## config.mk

```make
export PLATFORM = sky130hd
export DESIGN_NAME = write_back
export DESIGN_NICKNAME = d
export VERILOG_FILES = /design/src/rtl/write_back.sv
export SDC_FILE = /design/constraint.sdc
export NUM_CORES = 1
export LEC_CHECK = 0
export ABC_CLOCK_PERIOD_IN_PS = 2500
export CAP_MARGIN = 0
export CORE_MARGIN = 1
export CORE_UTILIZATION = 46
export DETAILED_ROUTE_END_ITERATION = 6
export MAX_ROUTING_LAYER = met4
export PLACE_DENSITY = 0.9
export SLEW_MARGIN = 20
export SYNTH_ARGS = -nofsm -noshare
export SYNTH_HDL_FRONTEND = slang
export SYNTH_SLANG_ARGS = --single-unit
export TNS_END_PERCENT = 50
```

## constraint.sdc

```tcl
create_clock -name clock -period 2.5 [get_ports clock]
set_clock_uncertainty 0.05 [all_clocks]
set_input_delay 0.5 -clock clock [delete_from_list [all_inputs] [get_ports clock]]
set_output_delay 0.5 -clock clock [all_outputs]
set_load 0.02 [all_outputs]
```

## src/rtl/write_back.sv

```systemverilog
// write_back: final pipeline stage. Retires execute results into the
// architectural register file, issues single-beat stores, and redirects
// fetch when an instruction writes the program-counter register.
//
// Ports
//   clock, reset_n          : sole clock; asynchronous active-low reset
//   is_valid / hold         : execute handshake (accepted when is_valid & !hold)
//   pc, adjustment_value,
//   destination_value,
//   upper_value             : execute results
//   destination_register    : target register index
//   flags                   : condition flags from execute
//   has_flushed             : bubble marker (no architectural effect)
//   is_writing_memory       : store marker
//   has_upper_value         : second result goes to destination_register+1
//   registers               : architectural register file (index 0 reads 0)
//   mem_address,
//   mem_writedata,
//   mem_write               : store request, held until mem_waitrequest=0
//   mem_waitrequest         : memory not yet accepting
//   next_pc                 : fetch address
//   flush_out               : one-cycle pulse after a PC-targeting retire
//
// state  | meaning
// ACCEPT | idle, hold=0, ready to retire an instruction
// UPPER  | writing the latched upper_value to destination_register+1
// STORE  | mem_write asserted, waiting for mem_waitrequest=0

module write_back #(
  parameter int NR    = 4,
  parameter int Flags = NR - 1,
  parameter int PC    = NR - 2
) (
  input  logic                 clock,
  input  logic                 reset_n,
  input  logic                 is_valid,
  output logic                 hold,
  input  logic [31:0]          pc,
  input  logic [31:0]          adjustment_value,
  input  logic [31:0]          destination_value,
  input  logic [31:0]          upper_value,
  input  logic [4:0]           destination_register,
  input  logic [3:0]           flags,
  input  logic                 has_flushed,
  input  logic                 is_writing_memory,
  input  logic                 has_upper_value,
  output logic [NR-1:0][31:0]  registers,
  output logic [31:0]          mem_address,
  output logic [31:0]          mem_writedata,
  output logic                 mem_write,
  input  logic                 mem_waitrequest,
  output logic [31:0]          next_pc,
  output logic                 flush_out
);

  typedef enum logic [1:0] {ACCEPT, UPPER, STORE} state_t;

  localparam logic [4:0] FLAGS_IDX = 5'(Flags);
  localparam logic [4:0] PC_IDX    = 5'(PC);

  state_t              state;
  logic [31:0]         upper_q;
  logic [5:0]          upper_idx;

  logic                accept;
  logic                retire;
  logic                dest_is_pc;
  logic [31:0]         new_pc;
  logic [NR-1:0][31:0] regs_d;

  assign accept     = is_valid && (state == ACCEPT);
  assign retire     = accept && !has_flushed;
  assign dest_is_pc = (destination_register == PC_IDX);
  assign new_pc     = dest_is_pc ? destination_value : (pc + 32'd4);

  // Next register-file contents. Only indices 1..NR-1 are ever matched, so
  // writes to index 0 or to out-of-range indices fall away naturally.
  always_comb begin
    regs_d = registers;
    if (retire) begin
      for (int i = 1; i < NR; i++) begin
        if (!is_writing_memory && destination_register == 5'(i)) begin
          regs_d[i] = destination_value;
        end
      end
      // An explicit write of the flags register supersedes the flags input.
      if (is_writing_memory || destination_register != FLAGS_IDX) begin
        regs_d[Flags][3:0] = flags;
      end
      regs_d[PC] = new_pc;
    end else if (state == UPPER) begin
      for (int i = 1; i < NR; i++) begin
        if (upper_idx == 6'(i)) begin
          regs_d[i] = upper_q;
        end
      end
    end
    regs_d[0] = '0;
  end

  always_ff @(posedge clock or negedge reset_n) begin
    if (!reset_n) begin
      state         <= ACCEPT;
      hold          <= 1'b0;
      registers     <= '0;
      next_pc       <= '0;
      flush_out     <= 1'b0;
      mem_write     <= 1'b0;
      mem_address   <= '0;
      mem_writedata <= '0;
      upper_q       <= '0;
      upper_idx     <= '0;
    end else begin
      registers <= regs_d;
      flush_out <= 1'b0;
      case (state)
        ACCEPT: begin
          if (retire) begin
            next_pc   <= new_pc;
            flush_out <= dest_is_pc;
            // A store ignores any upper result.
            if (is_writing_memory) begin
              mem_address   <= destination_value;
              mem_writedata <= adjustment_value;
              mem_write     <= 1'b1;
              hold          <= 1'b1;
              state         <= STORE;
            end else if (has_upper_value) begin
              upper_q   <= upper_value;
              // Widened so index 31 does not wrap back onto index 0.
              upper_idx <= {1'b0, destination_register} + 6'd1;
              hold      <= 1'b1;
              state     <= UPPER;
            end
          end
        end
        UPPER: begin
          hold  <= 1'b0;
          state <= ACCEPT;
        end
        STORE: begin
          if (!mem_waitrequest) begin
            mem_write <= 1'b0;
            hold      <= 1'b0;
            state     <= ACCEPT;
          end
        end
        default: begin
          mem_write <= 1'b0;
          hold      <= 1'b0;
          state     <= ACCEPT;
        end
      endcase
    end
  end

endmodule

```

== Word-level counts from Yosys, hierarchy flattened ==
Cells that the tools add are included.

* Output and inout port bits: 227
* Register bits: 235
* Logic and storage cells: 78
* Input port bits: 144

* $add $sub $neg: 2
* Bitwise operators: 2
* Reductions and logical operators: 21
* Equal/unequal tests: 16
* Mux-type cells: 24

{| class="wikitable"
|+ Operators with widths
! cell !! number
|-
| $mux 32 || 6
|-
| $mux 96 || 2
|-
| $add 32x3->32 const B || 1
|-
| $reduce_and 3->1 || 5
|-
| $eq 6x2->1 const B || 2
|-
| $eq 5x2->1 const B || 2
|-
| $mux 1 || 8
|-
| $mux 2 || 4
|-
| $reduce_and 4->1 || 2
|-
| $reduce_bool 2->1 || 4
|-
| $add 5x1->6 const B || 1
|-
| $eq 6x1->1 const B || 1
|-
| $ne 2x2->1 const B || 3
|-
| $eq 5x1->1 const B || 1
|-
| $ne 5x2->1 const B || 1
|-
| $logic_and 1x1->1 || 4
|-
| $mux 4 || 1
|-
| $ne 2x1->1 const B || 2
|-
| $pmux 2 s2 || 1
|-
| $reduce_and 2->1 || 2
|-
| $ne 3x1->1 const B || 1
|-
| $ne 3x3->1 const B || 1
|-
| $pmux 1 s3 || 1
|-
| $eq 2x1->1 const B || 1
|-
| other kinds (6) || 8
|}

== Depth between registers and ports, before layout ==
* Depth after elaboration: 5
* Depth in mapped cells: 9
* Mapped depth without buffers: 7

== Least setup slack after synthesis ==
Ideal clock, no wire load.

* Path kind: flip-flop to flip-flop
* Start point: register state[1]
* End point: register registers[93] in the netlist's numbering
* Data required time: 2.324 ns
* Setup time: 0.126 ns
* Path buffers: 1
* Clock period less this slack: 2.221 ns
* Cell stages (with the launch flop): 7
* Arrival: 2.045 ns
* Path slack: 0.279 ns
* Path through: dfrtp_1 -> or4b_4 -> or4_4 -> buf_6 -> mux2_4 -> o22ai_2 -> a21oi_1

* Longest elaborated chain between the ends: 5
* Elaborated cells on any way between the ends: 8
* Classes of those cells: eq/ne (1); mux (1); reduce/logical (6)

{| class="wikitable"
|+ RTL lines
! what !! line !! RTL
|-
| from (decl) || 61 || <nowiki>state_t state;</nowiki>
|-
| from (signal assigned) || 103 || <nowiki>state <= ACCEPT;</nowiki>
|-
| from (signal assigned) || 127 || <nowiki>state <= STORE;</nowiki>
|-
| from (signal assigned) || 133 || <nowiki>state <= UPPER;</nowiki>
|-
| $logic_not 2->1 || 71 || <nowiki>assign accept = is_valid && (state == ACCEPT);</nowiki>
|-
| $logic_and 1x1->1 || 71 ||
|-
| $logic_and 1x1->1 || 72 || <nowiki>assign retire = accept && !has_flushed;</nowiki>
|-
| $reduce_bool 2->1 (no source line) || -- ||
|-
| $reduce_and 2->1 (no source line) || -- ||
|-
| to (signal assigned) || 114 || <nowiki>registers <= regs_d;</nowiki>
|-
| to (decl) || 47 || <nowiki>output logic [NR-1:0][31:0] registers,</nowiki>
|}

Parallel ways exist; a longest one is shown, timed or not.
A chain may end at the register's enable or synchronous reset.

== Worst setup path after layout ==
* Start point: register upper_idx[3]
* End point: register registers[66] in the netlist's numbering

* Longest elaborated chain between the ends: 3

{| class="wikitable"
|+ RTL lines
! what !! line !! RTL
|-
| from (decl) || 63 || <nowiki>logic [5:0] upper_idx;</nowiki>
|-
| from (signal assigned) || 131 || <nowiki>upper_idx <= {1'b0, destination_register} + 6'd1;</nowiki>
|-
| $eq 6x2->1 || 93 || <nowiki>if (upper_idx == 6'(i)) begin</nowiki>
|-
| $reduce_bool 2->1 (no source line) || -- ||
|-
| $reduce_and 2->1 (no source line) || -- ||
|}

Every way passes these cells.

==> impl_metrics.py <==
metrics = {
    "logic_synthesis": {
        "yosys.area.top_type": "dfrtp_1",
        "synth_edf_count": 0,
        "synth.distinct_cells": 53,
        "syn_inst": 1013,
        "dominantRegCellSynth": "dfrtp_1",
        "synth_top_area_share_pct": 55.61,
        "ys_seq_area_share_pct": 55.61,
        "ys_ff_latch": 235,
        "ys_async_sr_fraction_pct": 100.0,
        "yosys-top-cells-area": "dfrtp_1, mux2_2, nand2_1, mux2i_1, nor2_1",
        "synth.yosys.warnings": 0,
        "synth_area_sq_um": 10570,
        "avgSynthCellArea_sq_um": 10.44,
    },
    "finish": {
        "multi_input_area_sq_um": 4344,
        "fillers": 1544,
        "fin_nets": 1574,
        "register_area_sq_um": 5881,
        "final_cell_mix": "clkdlybuf4s50_1, dfrtp_1, nand2_1, nor2_1, buf_4",
        "drive_gt1_share_pct": 15.43,
        "final_common_cell": "clkdlybuf4s50_1",
        "final_cells": 1731,
        "areaGrowthSynthToFinish_pct": 49.62,
    },
    "timing": {
        "min_period_ns": 2.373,
        "clock.fmax_mhz": 421.5,
        "hold_viol_final": 0,
        "tightestPinTransition_ns": 0.5825,
        "slew_violations": 0,
        "slew-limit-headroom_pct": 61.03,
        "setup_viol": 0,
        "timing.final.crit_share_pct": 94.90,
        "grt_setup_unrepaired": "false",
        "setup_tns_ns": 0,
    },
    "pwr": {
        "switching_share_pct": 32.24,
        "pwr-share-seq_pct": 38.0,
        "power_uw": 14150,
        "p_clk_share_pct": 29.0,
        "intPower_uw": 9586,
        "p_per_area_nw_per_um2": 894.2,
        "leakagePower_uw": 0.007288,
        "p_comb_share_pct": 33.0,
        "p_switching_uw": 4561,
        "ir_worst_vdd_mv": 0.7287,
    },
    "route": {
        "vias_per_cell": 5.560,
        "dr.pass1.iters": 5,
        "wl_per_cell_microns": 20.65,
        "wl_microns": 35740,
        "drc": 0,
        "ant_nets": 0,
        "vias": 9625,
        "drt-initial-drc-count": 646,
    },
    "global_routing": {
        "grt_overflow_total": 0,
        "antenna_found_initial": 1,
        "grt_pass1_vias": 10040,
        "grt_max_degree": 66,
        "grt_usage_pct": 31.39,
        "grt_pass1_wl_microns": 55700,
    },
    "die": {
        "die_area_sq_um": 23600,
        "die_height_microns": 153.6,
        "start_util_pct": 46.85,
        "row_count": 55,
        "core_area_sq_um": 22570,
        "ioPinCount": 371,
        "chipWidth_microns": 153.6,
    },
    "critical_path": {
        "worstSetupPathType": "flop to flop",
        "cp_num_buf_inv": 1,
        "worstPathMaxFanout": 16,
        "path_delay_family": "simple AND/OR/NAND/NOR gates",
        "crit_required_ns": 2.85,
        "slowest_stage": "or4_4",
        "path_cells": "or4b_4, or4_4, buf_4, mux2i_1, o21ai_0",
        "critPathMaxStageDelay_ns": 0.69,
        "cp-end-kind": "flop",
        "cp-start-kind": "flop",
        "arrival_ns": 2.72,
    },
    "status": {
        "outcome": "finished, final reports clean",
    },
    "clocking": {
        "cts_buffer_depth": 3,
        "h-tree-depth": 1,
        "clk_latency_ns": 0.53,
        "cts_root_buf": "clkbuf_16",
        "cts_buffers": 25,
        "cts_tree": "built",
        "cts_sinks": 235,
        "clk_pin_slew_ns": 0.06,
    },
    "placed_design": {
        "hpwl_microns": 26160,
        "gp_congestion": 0.8863,
        "port_buffers": 338,
        "dp.cells": 1683,
    },
    "job": {
        "drv_cap": 0,
    },
    "min_path": {
        "hold_path_class": "flop to flop",
    },
}
synth_stat cells (all sizes together) (4+ instances only):
library cell and n:
a211oi 6, a21o 8, a21oi 70, a221o 6, a22oi 12, a31oi 10, a32o 8, and3 5
buf 54, clkbuf 30, dfrtp 235, ha 4, inv 9, mux2 69, mux2i 49, nand2 184
nand2b 7, nand3 25, nand4 13, nor2 110, nor3 10, nor4 8, nor4b 4, o21ai 20
o21bai 5, o22ai 9, xnor2 8, xor2 10
worst register-to-register path, delay by kind of cell (launching register included):
| family | cells | cell delay, ns |
|---|---|---|
| AND/OR/NAND/NOR | 2 | 1.24 |
| multiplexers | 1 | 0.18 |
| buffers and inverters | 1 | 0.30 |
| AO/OA/AOI/OAI | 1 | 0.09 |
| flip-flops | 1 | 0.40 |
flip-flops by register name (all words and copies together), names as in the netlist:
register,count
upper_q,32
mem_write,1
flush_out,1
mem_address,32
upper_idx,6
next_pc,32
registers,96
mem_writedata,32
hold,1
state,2
cell type report:
cell class | count | share of cell area, %
diodes | 1 | 0.01582
inverters | 9 | 0.2135
flip-flops and latches | 235 | 37.17
clock inverters | 12 | 1.352
clock buffers | 34 | 4.358
multi-input cells | 716 | 27.46
repair buffers | 439 | 27.17
well taps | 285 | 2.254
power by group through the flow:
stage / sequential, uW / clock [uW] / combinational [uW]
2_1_floorplan: 6300 / 0 / 1190
3_3_place_gp: 5350 / 0 / 4510
3_5_place_dp: 5410 / 0 / 4640
4_1_cts: 5360 / 4150 / 4690
5_1_grt: 5470 / 4300 / 4960
6_report: 5370 / 4100 / 4670
per-stage QoR:
step	hold slack (ns)	worst slack, ns	instance area, sq um	utilization (%)
after global placement	0.4004	-0.2691	14900	66.03
after CTS	0.4205	0.1389	15820	70.08
after floorplan	0.1544	0.2788	10690	-
after detailed placement	0.4135	-0.3404	14900	66.03
final	0.4203	0.1274	15820	70.09
after global routing	0.4398	0.05578	15820	70.09
timing repair:
action,4_1_cts,5_1_grt
setup buffers,0,0
hold buffers,1,0
resized for setup,0,0
hold endpoints to repair,56,0
per-layer routing:
metal	track usage (%)	part of all wire, %
met4	12.29	4.0
met1	37.07	38
met3	6.567	8.3
met5	-	0
met2	52.55	50
final timing paths:
check	startpoint	endpoint	slack [ns]	cells after the start
max	upper_idx[3]	registers[66]	0.13	5
min	next_pc[28]	next_pc[28]	0.42	2
max reg2reg	upper_idx[3]	registers[66]	0.13	5
min reg2reg	next_pc[28]	next_pc[28]	0.42	2
max in group asynchronous	reset_n	registers[109]	1.19	3
min in group asynchronous	reset_n	mem_writedata[13]	0.46	2
cells by family after synthesis:
group,count (synthesis),share of synthesized area (%)
AOI/OAI and AO/OA,165,9.810
adders and majority gates,4,0.4733
muxes,118,12.02
xor gates and xnor gates,18,1.491
other,1,0.03546
and+or+nand+nor,379,15.71
buffers and inverters,93,4.840
DFF,235,55.61
No activity file was read; power rests on OpenSTA's default activity.
==> variant, RTL diff (same flow settings) <==
Set the parameter `NR` to 8 (it was 4).
--- a/src/rtl/write_back.sv
+++ b/src/rtl/write_back.sv
@@ -27,7 +27,7 @@
 // STORE  | mem_write asserted, waiting for mem_waitrequest=0
 
 module write_back #(
-  parameter int NR    = 4,
+  parameter int NR    = 8,
   parameter int Flags = NR - 1,
   parameter int PC    = NR - 2
 ) (
Ports: changed (resized registers); port bits go from 371 to 499. No check against the original RTL was run, so the function may have changed too.
==> variant against the unedited design <==
  * Design area increased by 43%
  * Register-to-register slack better by 0.08 ns
  * Area after synthesis is 43% higher
  * Sequential cell count grew 128
  * Total power is 61% higher
  * Combinational power rose by 82%
  * Setup slack better by 0.038 ns
  * Routed wire length rose by 49%
==> variant: results (changes against the unedited design) <==
| Metric | Value |
|---|---|
| Slew of the pin with the lowest slew margin | 0.619 ns (+0.0361 ns) |
| Largest buffer count on any clock path | 3 (unchanged) |
| Vias in the first global route | 13700 (+37%) |
| H-tree depth | 2 (+1) |
| DR top layer | met4 |
| Post-placement setup slack | -0.338 ns (+0.00287 ns) |
| Net switching power | 7960 uW (+74%) |
| Met3 routed WL | 3.73 mm (+26%) |
| Global Route Usage Sum | 32.9% (+1.5 points) |
| Max reg flops | 224 (+130%) |
| IO Port Bufs | 466 (+38%) |
| Synth Area in Adders | 0.413% (-0.060 points) |
| Sequential share of the synthesized area | 59.9% (+4.3 points) |
| Yosys cell types | 64 (+21%) |
| Dominant cells by area after synthesis | dfrtp_1, a21oi_1, nor2_1, mux2_2, nand2_1 |
| Worst VDD drop | 0.621 mV (-15%) |
| Post-detailed-route wirelength per cell | 21.4 um (+3.8%) |
| Post-Synth XOR/XNOR Area | 1.04% (-0.45 points) |
| Data arrival time at the worst-slack endpoint | 2.68 ns (-0.04 ns) |
| DR pass1 iterations | 5 (unchanged) |
| DP Area | 21300 um^2 (+43%) |
| Clk slew on worst S/H paths | 0.06 ns (about the same) |
| DR iter-0 viols | 911 (+41%) |
| CTS Buf Count | 38 (+52%) |
| Hold Crit Class | flop to flop |
| Setup Fix Bufs, Post-CTS | 0 (unchanged) |
| Synth warn | 0 (unchanged) |
| Via density | 5.45 (-2.0%) |
| Complex-gate fraction of the synthesized area | 11.4% (+1.6 points) |
| Gpl congestion | 0.950 (+7.2%) |
| Nets | 2170 (+38%) |
| CP Max Fanout | 9 (-7) |
| Largest reg by FF count | registers |
| Initial antenna violation count | 4 (+3) |
| Largest net degree at the start of global routing | 67 (+1.5%) |
| Mux contribution to synthesized area | 8.73% (-3.3 points) |
| Root Buffer | clkbuf_16 |
| Share of cells above drive strength 1 | 15.3% (-0.093 points) |
| Async SR Flop Fraction | 100% (unchanged) |
| Met2 WL | 26.0 mm (+46%) |
| Lkg Pwr | 0.0104 uW (+42%) |
| Status | finished clean |
| HPWL after DPL | 40.5 mm (+55%) |
| Worst-skew pair later-pin latency | 0.53 ns (about the same) |
| WL met1 | 21.0 mm (+55%) |
| Post-synth top cells | dfrtp_1, nor2_1, a21oi_1 |
| First-pass GRT wire length | 80.9 mm (+45%) |
variant: changes by cell type in the layout (fill, tap and decap cells not counted), sizes merged, moves of 7 or more:
cell	unedited run	this run
o21ai	20	48
a22oi	12	5
clkbuf	34	54
or4	1	8
nand3	25	14
a21oi	70	204
dfrtp	235	363
clkdlybuf4s50	337	465
buf	101	158
nor2	110	225
variant: area by class of cell:
cell class	count	area, um^2
antenna	4	10.0
clock buffer	54	1110
clock inverter	12	143
fill	2324	9870
inverter	11	41.3
multi-input combinational	983	5560
sequential	363	9080
tap	442	553
timing repair buffer	624	6080
variant: final timing paths:
kind / startpoint / to / slack (ns) / cells past startpoint
worst max-delay path: pc[23] / registers[222]$_DFFE_PN0P_ / 0.17 / 7
worst min-delay path: next_pc[15]$_DFFE_PN0P_ / next_pc[15]$_DFFE_PN0P_ / 0.43 / 2
max in group asynchronous: reset_n / mem_writedata[15]$_DFFE_PN0P_ / 1.05 / 3
worst max register to register: state[1]$_DFFE_PN0P_ / registers[58]$_DFFE_PN0P_ / 0.21 / 6
worst min register to register: next_pc[15]$_DFFE_PN0P_ / next_pc[15]$_DFFE_PN0P_ / 0.43 / 2
min in group asynchronous: reset_n / registers[48]$_DFFE_PN0P_ / 0.46 / 2
variant: power by group through the flow:
stage | clock, uW | combinational [uW] | sequential, uW
floorplan | 0 | 1960 | 10400
global placement | 0 | 8260 | 8630
detailed placement | 0 | 8470 | 8740
CTS | 5760 | 8530 | 8660
global route | 6020 | 9020 | 8840
finish | 5660 | 8520 | 8670
variant: stage by stage:
step	TNS, ns	instances
2_1_floorplan	0	1475
3_3_place_gp	-8.83	2422
3_5_place_dp	-12.21	2422
4_1_cts	0	2489
5_1_grt	0	2493
6_report	0	2493
variant: repair_timing:
action                                  in CTS  in global routing
resized for setup                            0                  0
endpoints found under the setup margin       0                  0
hold buffers                                 1                  0
hold endpoints to repair                    54                  0
variant: logic make-up (layout without fill, tap and decap cells):
family / count (synthesis) / in the layout
AND/OR/NAND/NOR: 492 / 492
multiplexers: 123 / 123
buffers and inverters: 129 / 701
AO/OA/AOI/OAI: 313 / 313
flip-flops: 363 / 363
other: 1 / 36
XOR/XNOR: 18 / 18
adder cells (fa/ha/maj): 5 / 5
variant: critical path, cell delays in order:
cell             delay [ns]
clkdlybuf4s50_1        0.59
nand4_4                0.10
or4_1                  0.52
buf_4                  0.18
or4_1                  0.47
a21oi_1                0.22
a21oi_1                0.10
variant: routing by layer:
metal / vias to the layer above / track usage, %
li1: 6037 / -
met1: 6703 / 39.8
met2: 688 / 53.4
met3: 153 / 6.12
met4: 0 / 15.1
met5: - / -
